[src/rtl/icache_pkg.sv]
// icache shared definitions: default geometry and the
// refill state encoding.
package icache_pkg;

    localparam int ADDR_W   = 32;
    localparam int DATA_W   = 32;
    localparam int INDEX_W  = 4;
    localparam int OFFSET_W = 2;
    localparam int TAG_W    = ADDR_W - INDEX_W - OFFSET_W - 2;

    typedef enum logic [1:0] {
        IDLE = 2'd0,
        REQ  = 2'd1,
        GAP  = 2'd2,
        RESP = 2'd3
    } state_t;

endpackage

[src/rtl/icache_array.sv]
// icache tag/valid/data storage: combinational lookup,
// synchronous whole-line install.
module icache_array #(
    parameter int ADDR_W   = icache_pkg::ADDR_W,
    parameter int DATA_W   = icache_pkg::DATA_W,
    parameter int INDEX_W  = icache_pkg::INDEX_W,
    parameter int OFFSET_W = icache_pkg::OFFSET_W,
    parameter int TAG_W    = ADDR_W - INDEX_W - OFFSET_W - 2
) (
    input  logic                                 clk,
    input  logic                                 rst,
    input  logic                                 rdy,
    input  logic [INDEX_W-1:0]                   rd_idx,
    input  logic [OFFSET_W-1:0]                  rd_off,
    input  logic [TAG_W-1:0]                     rd_tag,
    output logic                                 hit,
    output logic [DATA_W-1:0]                    rd_word,
    input  logic                                 we,
    input  logic [INDEX_W-1:0]                   wr_idx,
    input  logic [TAG_W-1:0]                     wr_tag,
    input  logic [(1<<OFFSET_W)-1:0][DATA_W-1:0] wr_line
);

    localparam int LINES = 1 << INDEX_W;

    logic [LINES-1:0]                     valid;
    logic [TAG_W-1:0]                     tag_mem  [LINES];
    logic [(1<<OFFSET_W)-1:0][DATA_W-1:0] data_mem [LINES];

    assign hit     = valid[rd_idx] && (tag_mem[rd_idx] == rd_tag);
    assign rd_word = data_mem[rd_idx][rd_off];

    always_ff @(posedge clk) begin
        if (rst) begin
            valid <= '0;
        end else if (rdy && we) begin
            valid[wr_idx] <= 1'b1;
        end
    end

    // tag/data stay uninitialised; valid gates every use of them
    always_ff @(posedge clk) begin
        if (!rst && rdy && we) begin
            tag_mem[wr_idx]  <= wr_tag;
            data_mem[wr_idx] <= wr_line;
        end
    end

endmodule

[src/rtl/icache.sv]
// Direct-mapped instruction cache: 1-cycle hits, in-order
// word-by-word line refill over the MemCtrl fetch handshake.
module icache
    import icache_pkg::*;
#(
    parameter int ADDR_W   = icache_pkg::ADDR_W,
    parameter int DATA_W   = icache_pkg::DATA_W,
    parameter int INDEX_W  = icache_pkg::INDEX_W,
    parameter int OFFSET_W = icache_pkg::OFFSET_W
) (
    input  logic              clk,
    input  logic              rst,
    input  logic              rdy,
    input  logic              rollback,
    input  logic              if_req,
    input  logic [ADDR_W-1:0] if_pc,
    output logic              if_done,
    output logic [DATA_W-1:0] if_inst,
    output logic              mc_en,
    output logic [ADDR_W-1:0] mc_pc,
    input  logic              mc_done,
    input  logic [DATA_W-1:0] mc_data
);

    localparam int LINE_W = ADDR_W - OFFSET_W - 2;
    localparam int TAG_LW = LINE_W - INDEX_W;
    localparam int WORDS  = 1 << OFFSET_W;

    state_t                         state, state_n;
    logic [LINE_W-1:0]              line, line_n;
    logic [OFFSET_W-1:0]            req_off, req_off_n;
    logic [OFFSET_W-1:0]            cnt, cnt_n;
    logic [WORDS-1:0][DATA_W-1:0]   lbuf;
    logic                           done_n, en_n;
    logic [DATA_W-1:0]              inst_n;
    logic [ADDR_W-1:0]              pc_n;
    logic                           buf_we, arr_we;
    logic                           hit;
    logic [DATA_W-1:0]              hit_word;
    logic                           unused_pc;

    assign unused_pc = ^if_pc[1:0];

    icache_array #(
        .ADDR_W  (ADDR_W),
        .DATA_W  (DATA_W),
        .INDEX_W (INDEX_W),
        .OFFSET_W(OFFSET_W),
        .TAG_W   (TAG_LW)
    ) u_array (
        .clk    (clk),
        .rst    (rst),
        .rdy    (rdy),
        .rd_idx (if_pc[OFFSET_W+2 +: INDEX_W]),
        .rd_off (if_pc[OFFSET_W+1:2]),
        .rd_tag (if_pc[ADDR_W-1 -: TAG_LW]),
        .hit    (hit),
        .rd_word(hit_word),
        .we     (arr_we),
        .wr_idx (line[INDEX_W-1:0]),
        .wr_tag (line[LINE_W-1:INDEX_W]),
        .wr_line(lbuf)
    );

    always_comb begin
        state_n   = state;
        line_n    = line;
        req_off_n = req_off;
        cnt_n     = cnt;
        done_n    = 1'b0;
        inst_n    = if_inst;
        en_n      = mc_en;
        pc_n      = mc_pc;
        buf_we    = 1'b0;
        arr_we    = 1'b0;
        if (rollback) begin
            state_n = IDLE;
            en_n    = 1'b0;
        end else begin
            unique case (state)
                IDLE: begin
                    // if_done high means this request was just answered
                    if (if_req && !if_done) begin
                        if (hit) begin
                            done_n = 1'b1;
                            inst_n = hit_word;
                        end else begin
                            line_n    = if_pc[ADDR_W-1:OFFSET_W+2];
                            req_off_n = if_pc[OFFSET_W+1:2];
                            cnt_n     = '0;
                            en_n      = 1'b1;
                            pc_n      = {if_pc[ADDR_W-1:OFFSET_W+2],
                                         {OFFSET_W{1'b0}}, 2'b00};
                            state_n   = REQ;
                        end
                    end
                end
                REQ: begin
                    if (mc_done) begin
                        buf_we  = 1'b1;
                        en_n    = 1'b0;
                        state_n = GAP;
                    end
                end
                GAP: begin
                    if (cnt != '1) begin
                        cnt_n   = cnt + 1'b1;
                        en_n    = 1'b1;
                        pc_n    = {line, cnt_n, 2'b00};
                        state_n = REQ;
                    end else begin
                        arr_we  = 1'b1;
                        done_n  = 1'b1;
                        inst_n  = lbuf[req_off];
                        state_n = RESP;
                    end
                end
                RESP: begin
                    state_n = IDLE;
                end
                default: begin
                    state_n = IDLE;
                end
            endcase
        end
    end

    always_ff @(posedge clk) begin
        if (rst) begin
            state   <= IDLE;
            cnt     <= '0;
            if_done <= 1'b0;
            if_inst <= '0;
            mc_en   <= 1'b0;
            mc_pc   <= '0;
        end else if (rdy) begin
            state   <= state_n;
            cnt     <= cnt_n;
            if_done <= done_n;
            if_inst <= inst_n;
            mc_en   <= en_n;
            mc_pc   <= pc_n;
        end
    end

    always_ff @(posedge clk) begin
        if (!rst && rdy) begin
            line    <= line_n;
            req_off <= req_off_n;
            if (buf_we) begin
                lbuf[cnt] <= mc_data;
            end
        end
    end

endmodule
[config.mk]
export PLATFORM = sky130hd
export DESIGN_NAME = icache
export DESIGN_NICKNAME = d
export VERILOG_FILES = /design/src/rtl/icache_pkg.sv /design/src/rtl/icache_array.sv /design/src/rtl/icache.sv
export SDC_FILE = /design/constraint.sdc
export NUM_CORES = 2
export LEC_CHECK = 0
export CORE_MARGIN = 2
export CORE_UTILIZATION = 35
export DETAILED_ROUTE_END_ITERATION = 10
export SLEW_MARGIN = 20
export SYNTH_ARGS = -nofsm -noshare
export SYNTH_HDL_FRONTEND = slang
export SYNTH_HIERARCHICAL = 1
export SYNTH_SLANG_ARGS = --single-unit
[constraint.sdc]
create_clock -name clk -period 17.1 [get_ports clk]
set_clock_uncertainty 0.2 [all_clocks]
set_input_delay 2.565 -clock clk [delete_from_list [all_inputs] [get_ports clk]]
set_output_delay 2.565 -clock clk [all_outputs]
set_load 0.01 [all_outputs]
==> impl_summary.md <==
Status
The run finished with clean final reports.

Clock network
Post-CTS timing repair inserted 0 buffers for setup. Clock tree synthesis selected as its root buffer the cell sky130_fd_sc_hd__clkbuf_16. The number of CTS-inserted buffers is 290. Clock-pin slew was measured on the worst setup and hold paths at 60 ps. The CTS tree is yes. Hold repair after CTS inserted 0 buffers.

The maximum root-to-sink buffer count is 4. Gates resized during post-CTS repair numbered 0. At the later pin of the worst-skew pair, clock insertion delay measures roughly 900 ps. The H-tree depth is 5.

The clock sink count is approximately 2.7k.

Timing
The count of endpoints failing setup in the final report is 0. The maximum operating frequency is between 100 and 150 MHz. The clock period minus final worst setup slack is 8130 ps. The final period utilization is 47.5%.

The post-route setup TNS is 0 ps. The final number of hold-violating endpoints is 0. The final max-slew violation count came to 0. The tightest hold path in the finished design has a slack of 275 ps. The actual slew at the worst max-slew pin is 1100 ps. Setup repair after global routing left no endpoint under its margin. Measured against its own limit, the worst slew margin works out to 26.4%.

Power
The analysis attributes to cell leakage a power of 35.7 nW. The switching power share of the total is 19.8%. The power per standard cell area is 115 nW/um^2. The combinational fraction of design power is 3.5%. The share of total power in sequential cells is roughly 53%. The peak ir drop on the vdd network is roughly 0.062 mV. The clock network fraction of total power is 43.6%. The cell internal power dissipation is roughly 11 mW. The switching power is 2.65 mW.

Finish
The synthesis-to-layout area growth is 14.5%. The library cell used most frequently in the layout, excluding fill and tap cells, is sky130_fd_sc_hd__edfxtp_1. Counting the fill cells in the layout gives 25.1k.

The net count of the finished layout is 4662. The share of final-layout standard cells stronger than drive strength 1 is approximately a quarter. The top cell types in the final layout, fill and taps aside, are 2590 x sky130_fd_sc_hd__edfxtp_1, 774 x sky130_fd_sc_hd__mux4_2, 297 x sky130_fd_sc_hd__clkbuf_16, 129 x sky130_fd_sc_hd__mux2i_1, 124 x sky130_fd_sc_hd__clkdlybuf4s50_1.

Logic synthesis
Synthesis produced a netlist whose cell count is between 4k and 5k. The synthesized flop and latch total is between 2k and 3k. The synthesized netlist devotes 1.01% of its cell area to simple gates. The count of yosys warnings during synthesis is 6.

Summing every instance area after synthesis gives 102000 um^2. The number of distinct library cell variants in the gate-level netlist after synthesis is a little under 60. Of the total synthesized cell area, the portion taken by full adders, half adders and majority gates is 0.110%. The share of synthesized registers carrying an async set or reset is 0%. Among all flip-flop cells after synthesis, the most frequent one is sky130_fd_sc_hd__edfxtp_1. The compound-cell area share of the yosys netlist is 1.02%.

Multiplexer cells account for 18.4% of the synthesized area. After synthesis, the largest family of logic cells by area is multiplexers. The sequential element share of the synthesized area is 77.8%. The xor and xnor fraction of the mapped netlist area is 0.266%. Dividing the synthesized area by the synthesized cell count gives between 20 and 25 um^2. In this run, synthesis inferred 2590 flip-flops with an integrated enable.

Placed design
Summed over all nets, the half-perimeter wirelength after detailed placement is roughly 120000 um. The placer congestion estimate is 0.717. Buffers placed on the I/O ports in this run total between 100 and 150.

Setup path
The critical path class is in2reg. The reg2reg setup slack is 11710 ps. The endpoint kind of the worst setup timing path is a register. STA puts the critical path data arrival time at roughly 8700 ps. STA puts the critical path data required time at 17670 ps.

The highest net fanout along the worst path is 71. The kind of start point of the critical path is an input pin.

Floorplan
Once the floorplan was initialized, standard cells occupied 35.1% of the core. The number of rows in the core area is around 200. The core footprint is 291000 um^2.

Pin placement for this block handled 136 I/O pins. The floorplan step defined a die boundary enclosing 296000 um^2. In this run the horizontal extent of the chip is approximately 540 um. In this run the vertical extent of the chip is 544 um.

Global routing
Global routing used 16.1% of the available tracks. Summed over all layers, the global routing overflow is 0. The first global-routing pass estimated 345000 um of wire. The number of antenna violations at the first check in global routing is 21.

The via count of the first global-routing pass is 47.8k. Entering global routing, the biggest net connects 134 pins.

Route
The average routed wire per standard cell is 27.6 um. Wires add up to 240000 um. The via total after detailed routing is 46.8k. Before antenna repair, the detailed router went through 6 iterations.

The number of remaining DRC errors is 0. In this run the remaining antenna-violating nets after routing total 0. The average vias per placed instance is ~5.4.

The number of violations reported at the end of detailed-routing iteration 0 is roughly 5.4k.

Hold path
The min-delay analysis places its worst path in the category reg2reg.

Flow run
The tool flagged a number of max-cap violations equal to 0.
## power groups by stage
| stage | Clock [mW] | Combinational, mW | Sequential (mW) |
|---|---|---|---|
| after floorplan | 0 | 0.343 | 7.23 |
| after global placement | 0 | 0.475 | 7.23 |
| after detailed placement | 0 | 0.476 | 7.23 |
| after CTS | 5.96 | 0.477 | 7.09 |
| after global routing | 6.20 | 0.502 | 7.09 |
| final | 5.84 | 0.469 | 7.10 |
## kinds of logic after synthesis
family / after synthesis
other cells: 1
simple gates: 223
xor+xnor: 31
flops: 2672
compound gates: 159
buf+inv: 297
fa+ha+maj: 9
mux: 910
## metrics by stage
stage                     setup slack [ps]  instance area [um^2]  cells  power (mW)  utilization, %
after floorplan                       6530                102000   4303        7.58               -
after global placement                7670                108000   8190        7.71            37.2
after detailed placement              7700                108000   8190        7.71            37.2
after CTS                             8700                117000   8676        13.5            40.2
after global routing                  8210                117000   8679        13.8            40.2
final                                 8970                117000   8685        13.4            40.2
## synth_stat cells, drive strengths merged, types with 4 or more instances
cell	n	area, um^2
clkbuf	67	263
nor2	97	367
nand4	5	31.3
nand2	18	67.6
a21oi	37	189
a211oi	31	233
and2	5	31.3
nand3b	4	30.0
mux2i	129	1290
mux4	774	17400
o2111ai	4	41.3
xnor2	21	184
mux2	7	78.8
dfxtp	82	1640
nand2b	9	63.8
xor2	10	87.6
o21ai	14	70.1
edfxtp	2590	77800
buf	168	887
ha	9	113
o22ai	54	338
inv	62	233
nor3	71	355
## worst paths after layout
kind                                           endpoint  cells past startpoint              from
worst min-delay path                   u_array/valid[0]                      2  u_array/valid[0]
worst min register to register         u_array/valid[0]                      2  u_array/valid[0]
worst max-delay path                        if_inst[27]                     12          if_pc[4]
worst max register to register  u_array/data_mem[4][86]                     11          state[0]
## layer usage
metal  track usage [%]  part of all wire, %  up-vias
li1                  -                    -    18951
met1              22.9                   43    25639
met2              25.1                   47     1765
met3              3.44                  7.7      389
met4              4.24                  2.3       16
met5                 0                0.040        -
## critical path, cell delays in order
cell and delay [ps]:
sky130_fd_sc_hd__buf_8 580, sky130_fd_sc_hd__buf_4 870, sky130_fd_sc_hd__buf_4 790, sky130_fd_sc_hd__buf_4 770
sky130_fd_sc_hd__buf_4 860, sky130_fd_sc_hd__mux4_2 610, sky130_fd_sc_hd__mux4_2 480, sky130_fd_sc_hd__mux4_2 470
sky130_fd_sc_hd__inv_1 70, sky130_fd_sc_hd__o22ai_1 70, sky130_fd_sc_hd__nor3_1 280, sky130_fd_sc_hd__nor3_1 90
## layout make-up
cell class,count,area [um^2],area share [%]
flip-flops and latches,2672,79400,68.0
multi-input cells,1334,21500,18.4
clock buffers,375,7770,6.65
well taps,3900,4880,4.18
repair buffers,223,2140,1.83
clock inverters,111,928,0.795
inverters,62,233,0.199
diodes,8,20.0,0.0171
## state kept, by name, indices dropped and copies added, names as in the netlist
name              count
line                 28
if_done               1
mc_pc                29
u_array/valid        16
req_off               2
if_inst              32
state                 2
mc_en                 1
cnt                   1
u_array/data_mem   2048
u_array/tag_mem     384
lbuf                128
(Power assumes the default switching activity.)
